==> src/rtl/timekeeper_bcd_if.sv <==
// Control inputs and display/alarm outputs of the BCD time-of-day core.
// The master side drives controls and observes the display; the slave is the core.
interface timekeeper_bcd_if;
    logic       adjust;
    logic       target;
    logic [1:0] field;
    logic       step;
    logic       mode_12h;
    logic       alarm_en;
    logic [3:0] bcd_su;
    logic [3:0] bcd_st;
    logic [3:0] bcd_mu;
    logic [3:0] bcd_mt;
    logic [3:0] bcd_hu;
    logic [3:0] bcd_ht;
    logic       pm;
    logic       sec_pulse;
    logic       alarm;

    modport master (
        output adjust, target, field, step, mode_12h, alarm_en,
        input  bcd_su, bcd_st, bcd_mu, bcd_mt, bcd_hu, bcd_ht, pm, sec_pulse, alarm
    );

    modport slave (
        input  adjust, target, field, step, mode_12h, alarm_en,
        output bcd_su, bcd_st, bcd_mu, bcd_mt, bcd_hu, bcd_ht, pm, sec_pulse, alarm
    );
endinterface

==> src/rtl/timekeeper_bcd.sv <==
// BCD time-of-day core: prescaled 1 Hz tick, hh:mm:ss counters, step adjust, 12/24 h display, timed alarm.
// Time and adjust updates land on the clock edge that samples them; display is combinational, no backpressure.
module timekeeper_bcd #(
    parameter int TICK_DIV   = 50000000,
    parameter int ALARM_SECS = 60
) (
    input  logic            clk,
    input  logic            cr,
    timekeeper_bcd_if.slave bus
);
    localparam int               CNT_W     = $clog2(TICK_DIV);
    localparam logic [CNT_W-1:0] CNT_LAST  = CNT_W'(TICK_DIV - 1);
    localparam logic [7:0]       RING_LOAD = 8'(ALARM_SECS);

    typedef enum logic {
        IDLE,
        RING
    } state_t;

    logic [CNT_W-1:0] presc_q, presc_d;
    logic [7:0]       sec_q, sec_d;
    logic [7:0]       min_q, min_d;
    logic [7:0]       hr_q, hr_d;
    logic [7:0]       alm_min_q, alm_min_d;
    logic [7:0]       alm_hr_q, alm_hr_d;
    logic             step_q;
    state_t           state_q, state_d;
    logic [7:0]       ring_q, ring_d;

    logic             tick;
    logic             step_edge;
    logic             sec_wrap;
    logic             min_wrap;
    logic             alarm_hit;
    logic [7:0]       sec_nx, min_nx, hr_nx;
    logic [7:0]       hr_disp;

    // Two-digit BCD increment that wraps to 00 after max.
    function automatic logic [7:0] bcd_inc(input logic [7:0] v, input logic [7:0] max);
        if (v == max) begin
            return 8'h00;
        end
        if (v[3:0] == 4'd9) begin
            return {v[7:4] + 4'd1, 4'd0};
        end
        return {v[7:4], v[3:0] + 4'd1};
    endfunction

    assign tick      = ~bus.adjust & (presc_q == CNT_LAST);
    assign step_edge = bus.step & ~step_q;

    always_comb begin
        presc_d = presc_q + CNT_W'(1);
        if (bus.adjust || tick) begin
            presc_d = '0;
        end
    end

    assign sec_wrap  = (sec_q == 8'h59);
    assign min_wrap  = (min_q == 8'h59);
    assign sec_nx    = bcd_inc(sec_q, 8'h59);
    assign min_nx    = sec_wrap ? bcd_inc(min_q, 8'h59) : min_q;
    assign hr_nx     = (sec_wrap && min_wrap) ? bcd_inc(hr_q, 8'h23) : hr_q;
    assign alarm_hit = bus.alarm_en && (sec_nx == 8'h00) &&
                       (min_nx == alm_min_q) && (hr_nx == alm_hr_q);

    // Ticks never coincide with adjust steps because the prescaler is held in adjust mode.
    always_comb begin
        sec_d     = sec_q;
        min_d     = min_q;
        hr_d      = hr_q;
        alm_min_d = alm_min_q;
        alm_hr_d  = alm_hr_q;
        if (tick) begin
            sec_d = sec_nx;
            min_d = min_nx;
            hr_d  = hr_nx;
        end else if (bus.adjust && step_edge) begin
            case (bus.field)
                2'b00: begin
                    if (!bus.target) begin
                        sec_d = 8'h00;
                    end
                end
                2'b01: begin
                    if (bus.target) begin
                        alm_min_d = bcd_inc(alm_min_q, 8'h59);
                    end else begin
                        min_d = bcd_inc(min_q, 8'h59);
                    end
                end
                2'b10: begin
                    if (bus.target) begin
                        alm_hr_d = bcd_inc(alm_hr_q, 8'h23);
                    end else begin
                        hr_d = bcd_inc(hr_q, 8'h23);
                    end
                end
                default: begin
                end
            endcase
        end
    end

    always_comb begin
        state_d = state_q;
        ring_d  = ring_q;
        case (state_q)
            IDLE: begin
                if (tick && alarm_hit) begin
                    state_d = RING;
                    ring_d  = RING_LOAD;
                end
            end
            RING: begin
                if (!bus.alarm_en) begin
                    state_d = IDLE;
                    ring_d  = 8'd0;
                end else if (tick) begin
                    ring_d = ring_q - 8'd1;
                    if (ring_q == 8'd1) begin
                        state_d = IDLE;
                    end
                end
            end
            default: begin
                state_d = IDLE;
                ring_d  = 8'd0;
            end
        endcase
    end

    // step_q resets high so a step held through reset is not seen as an edge.
    always_ff @(posedge clk or negedge cr) begin
        if (!cr) begin
            presc_q   <= '0;
            sec_q     <= 8'h00;
            min_q     <= 8'h00;
            hr_q      <= 8'h00;
            alm_min_q <= 8'h00;
            alm_hr_q  <= 8'h00;
            step_q    <= 1'b1;
            state_q   <= IDLE;
            ring_q    <= 8'd0;
        end else begin
            presc_q   <= presc_d;
            sec_q     <= sec_d;
            min_q     <= min_d;
            hr_q      <= hr_d;
            alm_min_q <= alm_min_d;
            alm_hr_q  <= alm_hr_d;
            step_q    <= bus.step;
            state_q   <= state_d;
            ring_q    <= ring_d;
        end
    end

    always_comb begin
        hr_disp = hr_q;
        if (bus.mode_12h) begin
            case (hr_q)
                8'h00:   hr_disp = 8'h12;
                8'h13:   hr_disp = 8'h01;
                8'h14:   hr_disp = 8'h02;
                8'h15:   hr_disp = 8'h03;
                8'h16:   hr_disp = 8'h04;
                8'h17:   hr_disp = 8'h05;
                8'h18:   hr_disp = 8'h06;
                8'h19:   hr_disp = 8'h07;
                8'h20:   hr_disp = 8'h08;
                8'h21:   hr_disp = 8'h09;
                8'h22:   hr_disp = 8'h10;
                8'h23:   hr_disp = 8'h11;
                default: hr_disp = hr_q;
            endcase
        end
    end

    assign bus.bcd_su    = sec_q[3:0];
    assign bus.bcd_st    = sec_q[7:4];
    assign bus.bcd_mu    = min_q[3:0];
    assign bus.bcd_mt    = min_q[7:4];
    assign bus.bcd_hu    = hr_disp[3:0];
    assign bus.bcd_ht    = hr_disp[7:4];
    assign bus.pm        = bus.mode_12h & (hr_q >= 8'h12);
    assign bus.sec_pulse = tick;
    assign bus.alarm     = (state_q == RING);
endmodule

==> src/flat_wrapper.sv <==
// flat-port wrapper written by rule: the top's interface ports become plain ports
module timekeeper_bcd_flat 
#(
    parameter int TICK_DIV   = 50000000,
    parameter int ALARM_SECS = 60
)
  (clk, cr, bus_adjust, bus_target, bus_field, bus_step, bus_mode_12h, bus_alarm_en, bus_bcd_su, bus_bcd_st, bus_bcd_mu, bus_bcd_mt, bus_bcd_hu, bus_bcd_ht, bus_pm, bus_sec_pulse, bus_alarm);
  timekeeper_bcd_if bus_i ();
  input  logic clk;
  input  logic cr;
  input wire logic [$bits(bus_i.adjust)-1:0] bus_adjust;
  input wire logic [$bits(bus_i.target)-1:0] bus_target;
  input wire logic [$bits(bus_i.field)-1:0] bus_field;
  input wire logic [$bits(bus_i.step)-1:0] bus_step;
  input wire logic [$bits(bus_i.mode_12h)-1:0] bus_mode_12h;
  input wire logic [$bits(bus_i.alarm_en)-1:0] bus_alarm_en;
  output wire logic [$bits(bus_i.bcd_su)-1:0] bus_bcd_su;
  output wire logic [$bits(bus_i.bcd_st)-1:0] bus_bcd_st;
  output wire logic [$bits(bus_i.bcd_mu)-1:0] bus_bcd_mu;
  output wire logic [$bits(bus_i.bcd_mt)-1:0] bus_bcd_mt;
  output wire logic [$bits(bus_i.bcd_hu)-1:0] bus_bcd_hu;
  output wire logic [$bits(bus_i.bcd_ht)-1:0] bus_bcd_ht;
  output wire logic [$bits(bus_i.pm)-1:0] bus_pm;
  output wire logic [$bits(bus_i.sec_pulse)-1:0] bus_sec_pulse;
  output wire logic [$bits(bus_i.alarm)-1:0] bus_alarm;
  assign bus_i.adjust = bus_adjust;
  assign bus_i.target = bus_target;
  assign bus_i.field = bus_field;
  assign bus_i.step = bus_step;
  assign bus_i.mode_12h = bus_mode_12h;
  assign bus_i.alarm_en = bus_alarm_en;
  assign bus_bcd_su = bus_i.bcd_su;
  assign bus_bcd_st = bus_i.bcd_st;
  assign bus_bcd_mu = bus_i.bcd_mu;
  assign bus_bcd_mt = bus_i.bcd_mt;
  assign bus_bcd_hu = bus_i.bcd_hu;
  assign bus_bcd_ht = bus_i.bcd_ht;
  assign bus_pm = bus_i.pm;
  assign bus_sec_pulse = bus_i.sec_pulse;
  assign bus_alarm = bus_i.alarm;
  timekeeper_bcd #(.TICK_DIV(TICK_DIV), .ALARM_SECS(ALARM_SECS)) u_core (.clk(clk), .cr(cr), .bus(bus_i));
endmodule
==> config.mk <==
export PLATFORM = sky130hd
export DESIGN_NAME = timekeeper_bcd_flat
export DESIGN_NICKNAME = d
export VERILOG_FILES = /design/src/rtl/timekeeper_bcd_if.sv /design/src/rtl/timekeeper_bcd.sv /design/src/flat_wrapper.sv
export SDC_FILE = /design/constraint.sdc
export NUM_CORES = 1
export LEC_CHECK = 0
export CELL_PAD_IN_SITES_DETAIL_PLACEMENT = 1
export CELL_PAD_IN_SITES_GLOBAL_PLACEMENT = 1
export CORE_MARGIN = 2
export CORE_UTILIZATION = 46
export CTS_CLUSTER_DIAMETER = 30
export DETAILED_ROUTE_END_ITERATION = 10
export PLACE_DENSITY_LB_ADDON = 0.15
export SLEW_MARGIN = 5
export SYNTH_ARGS = -nofsm -noshare
export SYNTH_HDL_FRONTEND = slang
export SYNTH_SLANG_ARGS = --single-unit
==> constraint.sdc <==
create_clock -name clk -period 3.95 [get_ports clk]
set_input_delay 0.79 -clock clk [delete_from_list [all_inputs] [get_ports clk]]
set_output_delay 0.79 -clock clk [all_outputs]
set_load 0.01 [all_outputs]
# Word-level counts from Yosys, hierarchy flattened
# Cells that the tools add are included.
dict set report totals {
  reg_bits 76
  input_bits 9
  output_inout_bits 27
  elab_cells 189
}
dict set report classes {
  add_sub_neg 12
  order_cmp 1
  eq_ne 29
  mux 99
  bitwise 7
  n_reduce_logical 28
}
# op count
set op_table {}
lappend op_table {{2-to-1 mux 8 bit} 42}
lappend op_table {{case mux 8 bit (12 select lines)} 1}
lappend op_table {{== test 8 x 5 -> 1 bit (second input constant)} 7}
lappend op_table {{2-to-1 mux 1 bit} 53}
lappend op_table {{adder 4 x 1 -> 4 bit (second input constant)} 10}
lappend op_table {{== test 8 x 6 -> 1 bit (second input constant)} 5}
lappend op_table {{adder 26 x 1 -> 26 bit (second input constant)} 1}
lappend op_table {{== test 26 bit (second input constant)} 1}
lappend op_table {{2-to-1 mux 26 bit} 1}
lappend op_table {{== test 8 x 7 -> 1 bit (second input constant)} 3}
lappend op_table {{== test 4 bit (second input constant)} 5}
lappend op_table {{== test 8 bit} 2}
lappend op_table {{zero test 8 bit} 2}
lappend op_table {{case mux 8 bit (2 select lines)} 1}
lappend op_table {{AND reduction 4 bit} 4}
lappend op_table {{nonzero test 2 bit} 6}
lappend op_table {{AND reduction 5 bit} 2}
lappend op_table {{AND reduction 3 bit} 3}
lappend op_table {{== test 8 x 1 -> 1 bit (second input constant)} 1}
lappend op_table {{>= comparator 8 x 5 -> 1 bit (second input constant)} 1}
lappend op_table {{subtractor 8 x 1 -> 8 bit (second input constant)} 1}
lappend op_table {{logical AND 1 bit} 6}
lappend op_table {{nonzero test 3 bit} 2}
lappend op_table {{!= test 2 x 1 -> 1 bit (second input constant)} 2}
lappend op_table {{9 further kinds} 14}

# Depth between registers and ports, before layout
# Gate-level depths: netlist (run 1).
dict set report logic_depth {
  depth_word 17
  mapped_depth 11
  ltp_nobuf 10
}

# Least setup slack after synthesis (run 1)
# No wires, ideal clock.
dict set report synth_path {
  path_type {register to register}
  from {reg u_core.min_q[5]}
  to {reg u_core.state_q, in the netlist u_core.bus.alarm}
  setup_ns 0.078
  arrival_time_ns 2.796
  required_ns 3.872
  slack_ns 1.076
  stages_incl_launch_ff 11
  n_path_buf 0
  synth_period_minus_slack_ns 2.874
  path_cell_list {dfrtp_1 -> inv_1 -> ha_1 -> or3b_2 -> nor4_1 -> mux2_2 -> a211oi_1 -> nand4_1 -> or4_4 -> nor2_4 -> o21bai_1}
}
dict set report synth_via {
  elab_chain_cells 11
  word_cells_on_any_way 16
  cone_classes {add/sub: 1; eq/ne: 3; mux: 8; reduce/logical: 4}
}
# item line_no
set synth_rtl {}
lappend synth_rtl {{start, declared} timekeeper_bcd.sv:22} ;# logic [7:0] min_q, min_d;
lappend synth_rtl {{start signal, assigned} timekeeper_bcd.sv:148} ;# min_q <= min_d;
lappend synth_rtl {{adder 4 x 1 -> 4 bit} timekeeper_bcd.sv:44} ;# return {v[7:4] + 4'd1, 4'd0};
lappend synth_rtl {{2-to-1 mux 8 bit} timekeeper_bcd.sv:43} ;# if (v[3:0] == 4'd9) begin
lappend synth_rtl {{2-to-1 mux 8 bit} timekeeper_bcd.sv:46} ;# return {v[7:4], v[3:0] + 4'd1};
lappend synth_rtl {{2-to-1 mux 8 bit} timekeeper_bcd.sv:43}
lappend synth_rtl {{2-to-1 mux 8 bit} timekeeper_bcd.sv:62} ;# assign min_nx = sec_wrap ? bcd_inc(min_q, 8'h59) : min_q;
lappend synth_rtl {{== test 8 bit} timekeeper_bcd.sv:65} ;# (min_nx == alm_min_q) && (hr_nx == alm_hr_q);
lappend synth_rtl {{logical AND 1 bit} timekeeper_bcd.sv:64} ;# assign alarm_hit = bus.alarm_en && (sec_nx == 8'h00) &&
lappend synth_rtl {{logical AND 1 bit (*)} timekeeper_bcd.sv:65}
lappend synth_rtl {{logical AND 1 bit (*)} timekeeper_bcd.sv:110} ;# if (tick && alarm_hit) begin
lappend synth_rtl {{2-to-1 mux 1 bit (*)} timekeeper_bcd.sv:110}
lappend synth_rtl {{case mux 1 bit (2 select lines) (*)} timekeeper_bcd.sv:108} ;# case (state_q)
lappend synth_rtl {{via u_core.state_d} timekeeper_bcd.sv:27} ;# state_t state_q, state_d;
lappend synth_rtl {{end signal, assigned} timekeeper_bcd.sv:153} ;# state_q <= state_d;
lappend synth_rtl {{end, declared} timekeeper_bcd.sv:27}
# Mark *: on every way through the listed nets, which the timed path passes. The rest lies on a longest branch.
# A chain may end at the register's enable or synchronous reset.

# Worst setup path after layout (run 1)
dict set report layout_path {
  from {reg u_core.hr_q[1]}
  to {out bus_bcd_hu[1]}
}
dict set report layout_via {
  elab_chain_cells 3
  word_cells_on_any_way 14
  cone_classes {eq/ne: 11; mux: 2; reduce/logical: 1}
}
# item line_no
set layout_rtl {}
lappend layout_rtl {{start, declared} timekeeper_bcd.sv:23} ;# logic [7:0] hr_q, hr_d;
lappend layout_rtl {{start signal, assigned} timekeeper_bcd.sv:149} ;# hr_q <= hr_d;
lappend layout_rtl {{== test 8 x 6 -> 1 bit, or another cell as far along} timekeeper_bcd.sv:161} ;# case (hr_q)
lappend layout_rtl {{case mux 8 bit (12 select lines)} timekeeper_bcd.sv:161}
lappend layout_rtl {{2-to-1 mux 8 bit (*)} timekeeper_bcd.sv:160} ;# if (bus.mode_12h) begin
lappend layout_rtl {{end, declared} flat_wrapper.sv:21} ;# output wire logic [$bits(bus_i.bcd_hu)-1:0] bus_bcd_hu;
# Mark *: on every way between the ends. The rest lies on a longest branch, timed or not.

==> results by group, run 1 <==
Run status
  • Outcome: finished, final reports clean

STA
  • Slew Limit Fails: 0
  • RSZ-0062 raised after global routing: no
  • Highest clock rate: 281 MHz
  • Clk_skew: 0.00832 ns
  • Final Hold Vio Count: 0
  • Worst-margin pin slew: 1.02 ns
  • Worst hold slack: between 0.5 and 0.6 ns
  • Fin Setup TNS: 0 ns
  • Crit path time final: about 3.6 ns
  • Max-slew headroom: between 30 and 40%
  • Final setup fails: 0
  • Post-route clock period utilization: 90.1%

Finish
  • Layout area overhead: 13.1%
  • Post-layout util: 53.4%
  • Diode count: 0
  • Fin nets: 699
  • Layout cells sized above 1: under 10%
  • Filler cells: 1360

Placement
  • DP Wirelength: ~12 mm
  • I/O Buffers: 35
  • Routability cong.: 0.841

Detailed routing
  • Vias per inst: 6.22
  • Total number of vias: 5067
  • Drt initial violations: approximately 270
  • Routed Antenna Nets: 0
  • DRC violation count after routing: 0
  • Drt wl/cell: 19.9 µm
  • Total wire length: 16.2 mm
  • TritonRoute pass-1 iters: 4

Global route
  • GR Util All Layers: 27.2%
  • GRT Max-Usage Layer: met2
  • Initial antenna violation count: 0
  • First-pass GRT wire length: 27.6 mm
  • Grt met3 use: 4.00%
  • GR Util met2: approximately 47%
  • Met1 usage in global routing: 34.4%
  • Congestion Overflow GR: 0
  • Pin count of the biggest net entering global routing: slightly below 80
  • Vias in the first global route: 5376

Power
  • Tot Pwr: 2.20 mW
  • VDD IR-drop max: 0.348 mV
  • Power density cells: 359 nW/µm²
  • Leak pwr: 2.56 nW

Synthesis
  • Synthesized area: 5420 µm²
  • Yosys reg bits: 76
  • Leading area contributor after synthesis: dfrtp_1
  • Mapped Nets: approximately 680
  • Seq/Total Area, Yosys: 35.1%
  • Gate Count Post-Synth: roughly 650
  • Count of cell types in the netlist: 75
  • Synth top area cells: dfrtp_1 (35%), ha_1 (5.5%), nor2_1 (4.6%), nand2_1 (4.4%), o21ai_0 (4.3%)
  • Synth Flop Type: dfrtp_1
  • Post-synth EDFFs: 0
  • Mapped Avg Cell Area: 8.40 µm²
  • Fraction of registers with async set/reset: between 90% and 100%
  • Post-synth top area share: 34.6%
  • YS warnings: 0

CTS
  • # resized after CTS: 0
  • # H-tree levels: 3
  • Setup Buffers After CTS: 0
  • Clk Latency, worst-skew pair: 0.35 ns
  • Clock transition at path regs: 0.06 ns
  • Cts bufs inserted: 9
  • Clock sinks: 76
  • Root buf cell: clkbuf_16
  • CTS tree: built
  • Deepest clock path buffer count: 2
  • # hold bufs at CTS: 0

Min path
  • Hold WC Path Type: flop to flop

Critical path
  • Max FO, Critical Path: 15
  • Setup crit start kind: flop
  • Worst Path Arrival: 2.77 ns
  • Classification of the worst setup path: flop to primary output
  • CP Capture Type: primary output
  • Worst EP required: 3.16 ns

Run
  • Max Cap Violations: 0

Die
  • Vert. Die Dim: 113 µm
  • IO Count: 36
  • Die Span X: 113 µm
  • Starting density of the core: 47.2%
  • Core area: 11500 µm²
  • Die area: 12700 µm²
  • Row count: 39
[cell usage in the layout, fill, tap and decap left out, types with 6 or more instances in the layout]
| cell | instances |
|---|---|
| a21o_1 | 6 |
| a21oi_1 | 29 |
| a31oi_1 | 14 |
| and3_1 | 8 |
| buf_4 | 6 |
| clkbuf_16 | 9 |
| clkdlybuf4s50_1 | 34 |
| dfrtp_1 | 75 |
| ha_1 | 24 |
| inv_1 | 27 |
| mux2i_1 | 6 |
| nand2_1 | 63 |
| nand2b_1 | 11 |
| nand3_1 | 32 |
| nand4_1 | 14 |
| nor2_1 | 66 |
| nor2b_1 | 7 |
| nor3_1 | 26 |
| nor4_1 | 12 |
| o211ai_1 | 7 |
| o21ai_0 | 47 |
| o31ai_1 | 12 |
| or3_1 | 12 |
| xnor2_1 | 11 |
| xor2_1 | 20 |
[worst paths after layout]
path / start / to / slack [ns] / cells after the start
setup / recovery: u_core.hr_q[1] / bus_bcd_hu[1] / 0.39 / 9
hold / removal: u_core.presc_q[0] / u_core.presc_q[0] / 0.53 / 1
setup reg to reg: u_core.min_q[5] / u_core.bus.alarm / 0.55 / 10
hold reg to reg: u_core.presc_q[0] / u_core.presc_q[0] / 0.53 / 1
max in group asynchronous: cr / u_core.sec_q[2] / 2.68 / 1
min in group asynchronous: cr / u_core.min_q[2] / 0.60 / 1
[power breakdown]
part / switching, mW / internal (mW) / total, mW
Sequential: 0.127 / 0.831 / 0.958
Combinational: 0.248 / 0.195 / 0.443
Clock: 0.337 / 0.462 / 0.799
Total: 0.712 / 1.49 / 2.20
[cell usage after synthesis, drive strengths merged (11+ instances only)]
library cell	n
nor2	67
dfrtp	75
buf	12
a31oi	14
or3	12
nand3	33
o31ai	12
nor4	15
nand2b	11
xor2	20
nand4	15
nor3	27
o21ai	48
clkbuf	18
nand2	63
a21oi	29
xnor2	11
ha	24
inv	28
[final cells by class]
| cell class | instances | area [µm²] | area share (%) |
|---|---|---|---|
| clock inverter | 3 | 21.3 | 0.347 |
| tap | 143 | 179 | 2.92 |
| inverter | 28 | 105 | 1.72 |
| clock buffer | 13 | 260 | 4.25 |
| timing repair buffer | 40 | 385 | 6.29 |
| sequential | 76 | 1900 | 31.1 |
| multi-input combinational | 511 | 3270 | 53.4 |
[kinds of logic after synthesis]
group / after synthesis / share of synthesized area (%)
buffers and inverters: 58 / 4.48
XOR/XNOR: 31 / 5.01
multiplexers: 8 / 1.52
AND/OR/NAND/NOR: 296 / 30.0
AO/OA/AOI/OAI: 152 / 18.3
flip-flops: 76 / 35.1
adder cells (fa/ha/maj): 24 / 5.54
[through the flow]
step | cell area, µm² | setup WS [ns] | std cells
finish | 6130 | 0.392 | 814
global route | 6130 | 0.170 | 814
CTS | 6130 | 0.421 | 814
detailed placement | 5840 | 0.599 | 798
global placement | 5840 | 0.651 | 798
floorplan | 5420 | 1.08 | 645
[state kept, by name, indices dropped and copies added (netlist names)]
register and count:
u_core.presc_q 26, u_core.alm_hr_q 8, u_core.alm_min_q 8, u_core.hr_q 8, u_core.min_q 8, u_core.ring_q 8, u_core.sec_q 8, u_core.bus.alarm 1
u_core.step_q 1
[layer usage]
metal | part of all wire (%) | wire length, µm | vias to the layer above
met5 | 0 | 0 | -
li1 | - | - | 2404
met3 | 2.7 | 433 | 34
met2 | 51 | 8190 | 88
met4 | 2.6 | 416 | 0
met1 | 44 | 7140 | 2541
[worst max-delay path, cell delays in order, from the launching register on]
cell and delay (ns):
dfrtp_1 0.63, inv_1 0.23, nand2_1 0.17, o21ai_0 0.12, a21oi_1 0.17, nor2_1 0.08
nor2_1 0.26, nor2_1 0.09, a21oi_1 0.12, clkdlybuf4s50_1 0.55
No activity file was read; power rests on OpenSTA's default activity.
==> inputs of run 2 (changes only) <==
--- a/config.mk
+++ b/config.mk
@@ -7,8 +7,7 @@
 export LEC_CHECK = 0
 export CELL_PAD_IN_SITES_DETAIL_PLACEMENT = 1
 export CELL_PAD_IN_SITES_GLOBAL_PLACEMENT = 1
-export CORE_MARGIN = 2
-export CORE_UTILIZATION = 46
+export CORE_UTILIZATION = 45
 export CTS_CLUSTER_DIAMETER = 30
 export DETAILED_ROUTE_END_ITERATION = 10
 export PLACE_DENSITY_LB_ADDON = 0.15
==> run 2 against run 1 <==
Net effect: the flow now finishes with violations (design-rule violations); die area is 1.4% lower; setup slack got worse by 0.092 ns; critical path depth did not move; via count shrank 1.2%; first-iteration DRC count is 31% lower; utilization shrank 0.61 points; combinational power fell by 2%; wire length is 5.6% lower; largest cell class unchanged.
==> results by group, run 2 (synthesized netlist as in run 1, its figures left out) <==
Run status
  • Outcome: finished with violations (was finished, final reports clean)
  • Failing checks: design-rule violations

Critical path
  • CP Capture Type: primary output (unchanged)
  • Worst EP required: 3.16 ns (about the same)
  • Worst Path Arrival: 2.86 ns (was 2.77 ns)
  • Critical path cell sequence: inv_1 > nand2_1 > o21ai_0 > a21oi_1 > nor2_1 > nor2_1 > nor2_1 > a21oi_1 > clkdlybuf4s50_1 (unchanged)
  • Kind of cell adding the most delay to the critical path: buffers and inverters (unchanged)
  • Bufs and invs on worst path: 2 (unchanged)
  • Setup crit start kind: flop (unchanged)
  • Max stage delay on crit path: 0.67 ns (was 0.63 ns)
  • Classification of the worst setup path: flop to primary output (unchanged)
  • Worst path slowest cell: dfrtp_1 (unchanged)
  • Max FO, Critical Path: 15 (unchanged)
  • Cell mode on critical path: nor2_1 (unchanged)

CTS
  • Clk Latency, worst-skew pair: 0.35 ns (about the same)
  • Deepest clock path buffer count: 2 (unchanged)
  • Clock transition at path regs: 0.06 ns (about the same)
  • # resized after CTS: 0 (unchanged)
  • Clock sinks: 76 (unchanged)
  • # hold bufs at CTS: 0 (unchanged)
  • Cts bufs inserted: 9 (unchanged)
  • Root buf cell: clkbuf_16 (unchanged)
  • # H-tree levels: 3 (unchanged)
  • Setup Buffers After CTS: 0 (unchanged)
  • CTS tree: built (unchanged)

Global route
  • Initial antenna violation count: 0 (unchanged)
  • Pin count of the biggest net entering global routing: 77 (unchanged)
  • Congestion Overflow GR: 0 (unchanged)
  • First-pass GRT wire length: 26.2 mm (was 27.6 mm)
  • GR Util All Layers: 26.4% (was 27.2%)
  • Vias in the first global route: 5205 (was 5376)

STA
  • Clk_skew: 0.00946 ns (was 0.00832 ns)
  • Max-slew headroom: 32.5% (was 32.3%)
  • Post-route clock period utilization: 92.4% (was 90.1%)
  • Worst-margin pin slew: 1.01 ns (was 1.02 ns)
  • Fin Setup TNS: 0 ns (unchanged)
  • Crit path time final: 3.65 ns (was 3.56 ns)
  • Final Hold Vio Count: 0 (unchanged)
  • Slew Limit Fails: 0 (unchanged)
  • RSZ-0062 raised after global routing: no (unchanged)
  • Final setup fails: 0 (unchanged)
  • Highest clock rate: 274 MHz (was 281 MHz)

Finish
  • Fin nets: 698 (was 699)
  • Final instance area: 6110 µm² (was 6130 µm²)
  • Diode count: 0 (unchanged)
  • Commonest non-fill, non-tap cells in the layout: dfrtp_1 (75), nor2_1 (66), nand2_1 (63) (unchanged)
  • Layout area overhead: 12.7% (was 13.1%)
  • Top reg by flops: u_core.presc_q (unchanged)
  • Non-filler cells, final: 813 (was 814)
  • Layout cells sized above 1: 7.16% (was 7.15%)
  • Post-layout util: 52.8% (was 53.4%)
  • Commonest non-fill, non-tap cell in the layout: dfrtp_1 (unchanged)
  • Number of flip-flops in the largest register: 26 (unchanged)

Die
  • Row count: 39 (unchanged)
  • Starting density of the core: 46.8% (was 47.2%)
  • Die Span X: 112 µm (was 113 µm)
  • Core area: 11600 µm² (was 11500 µm²)
  • Die area: 12500 µm² (was 12700 µm²)
  • IO Count: 36 (unchanged)
  • Vert. Die Dim: 112 µm (was 113 µm)

Detailed routing
  • Drt initial violations: 186 (was 268)
  • TritonRoute pass-1 iters: 7 (was 4)
  • Total wire length: 15.3 mm (was 16.2 mm)
  • Drt wl/cell: 18.8 µm (was 19.9 µm)
  • DRC violation count after routing: 2 (was 0)
  • Total number of vias: 5008 (was 5067)
  • Vias per inst: 6.16 (was 6.22)
  • Routed Antenna Nets: 0 (unchanged)

Placement
  • I/O Buffers: 35 (unchanged)
  • Routability cong.: 0.843 (was 0.841)
  • DP Wirelength: 11.3 mm (was 12.1 mm)
  • Placed cell count: 797 (was 798)
  • Placed inst area: 5840 µm² (about the same)

Min path
  • Hold WC Path Type: flop to flop (unchanged)

Power
  • Sw Ratio: 32.8% (was 32.4%)
  • Clock power share: 35.7% (was 36.3%)
  • Logic pwr share: 20.0% (was 20.2%)
  • Internal power: 1.45 mW (was 1.49 mW)
  • Reg power frac: 44.3% (was 43.5%)
  • Leak pwr: 2.55 nW (was 2.56 nW)
  • Tot Pwr: 2.16 mW (was 2.20 mW)
  • VDD IR-drop max: 0.191 mV (was 0.348 mV)
  • Power density cells: 353 nW/µm² (was 359 nW/µm²)
  • P_sw: 707 µW (was 712 µW)

Run
  • Max Cap Violations: 0 (unchanged)
run 2: metal layers:
metal | up-vias | global-route usage (%) | share of wire (%)
li1 | 2401 | - | -
met1 | 2482 | 33.3 | 46
met2 | 98 | 44.4 | 48
met3 | 27 | 4.95 | 3.4
met4 | 0 | 10.6 | 2.5
met5 | - | 0 | 0
run 2: final timing paths:
check,start,slack (ns),cells past startpoint,end
min in group asynchronous,cr,0.59,1,u_core.alm_min_q[2]
max in group asynchronous,cr,2.67,1,u_core.ring_q[3]
worst min register to register,u_core.presc_q[0],0.51,1,u_core.presc_q[0]
worst max register to register,u_core.sec_q[1],0.66,10,u_core.bus.alarm
worst min-delay path,u_core.presc_q[0],0.51,1,u_core.presc_q[0]
worst max-delay path,u_core.hr_q[1],0.30,9,bus_bcd_ht[0]
run 2: layout make-up:
class	instances	area, µm²
Tap cell	143	179
Sequential cell	76	1900
Timing Repair Buffer	39	378
Fill cell	1397	5460
Inverter	28	105
Clock buffer	10	229
Clock inverter	6	41.3
Multi-Input combinational cell	511	3270
run 2: worst reg2reg max path: stages (launching register included):
cell,delay (ns)
dfrtp_1,0.45
inv_1,0.09
ha_1,0.25
nand4b_4,0.30
nor4_2,0.74
nand4_1,0.20
o211ai_1,0.13
nand4b_1,0.16
or4_4,0.62
nor2_4,0.15
o21bai_1,0.13
run 2: power by group through the flow:
| stage | Combinational, mW | Clock [mW] | Sequential (mW) |
|---|---|---|---|
| floorplan | 0.314 | 0 | 0.910 |
| global placement | 0.417 | 0 | 0.961 |
| detailed placement | 0.433 | 0 | 0.969 |
| CTS | 0.434 | 0.787 | 0.956 |
| global route | 0.484 | 0.829 | 0.969 |
| finish | 0.432 | 0.770 | 0.957 |
run 2: metrics by stage:
step                hold slack, ns  worst slack, ns
floorplan                    0.476             1.08
global placement             0.502            0.691
detailed placement           0.511            0.633
CTS                          0.520            0.297
global route                 0.546           0.0832
finish                       0.514            0.300
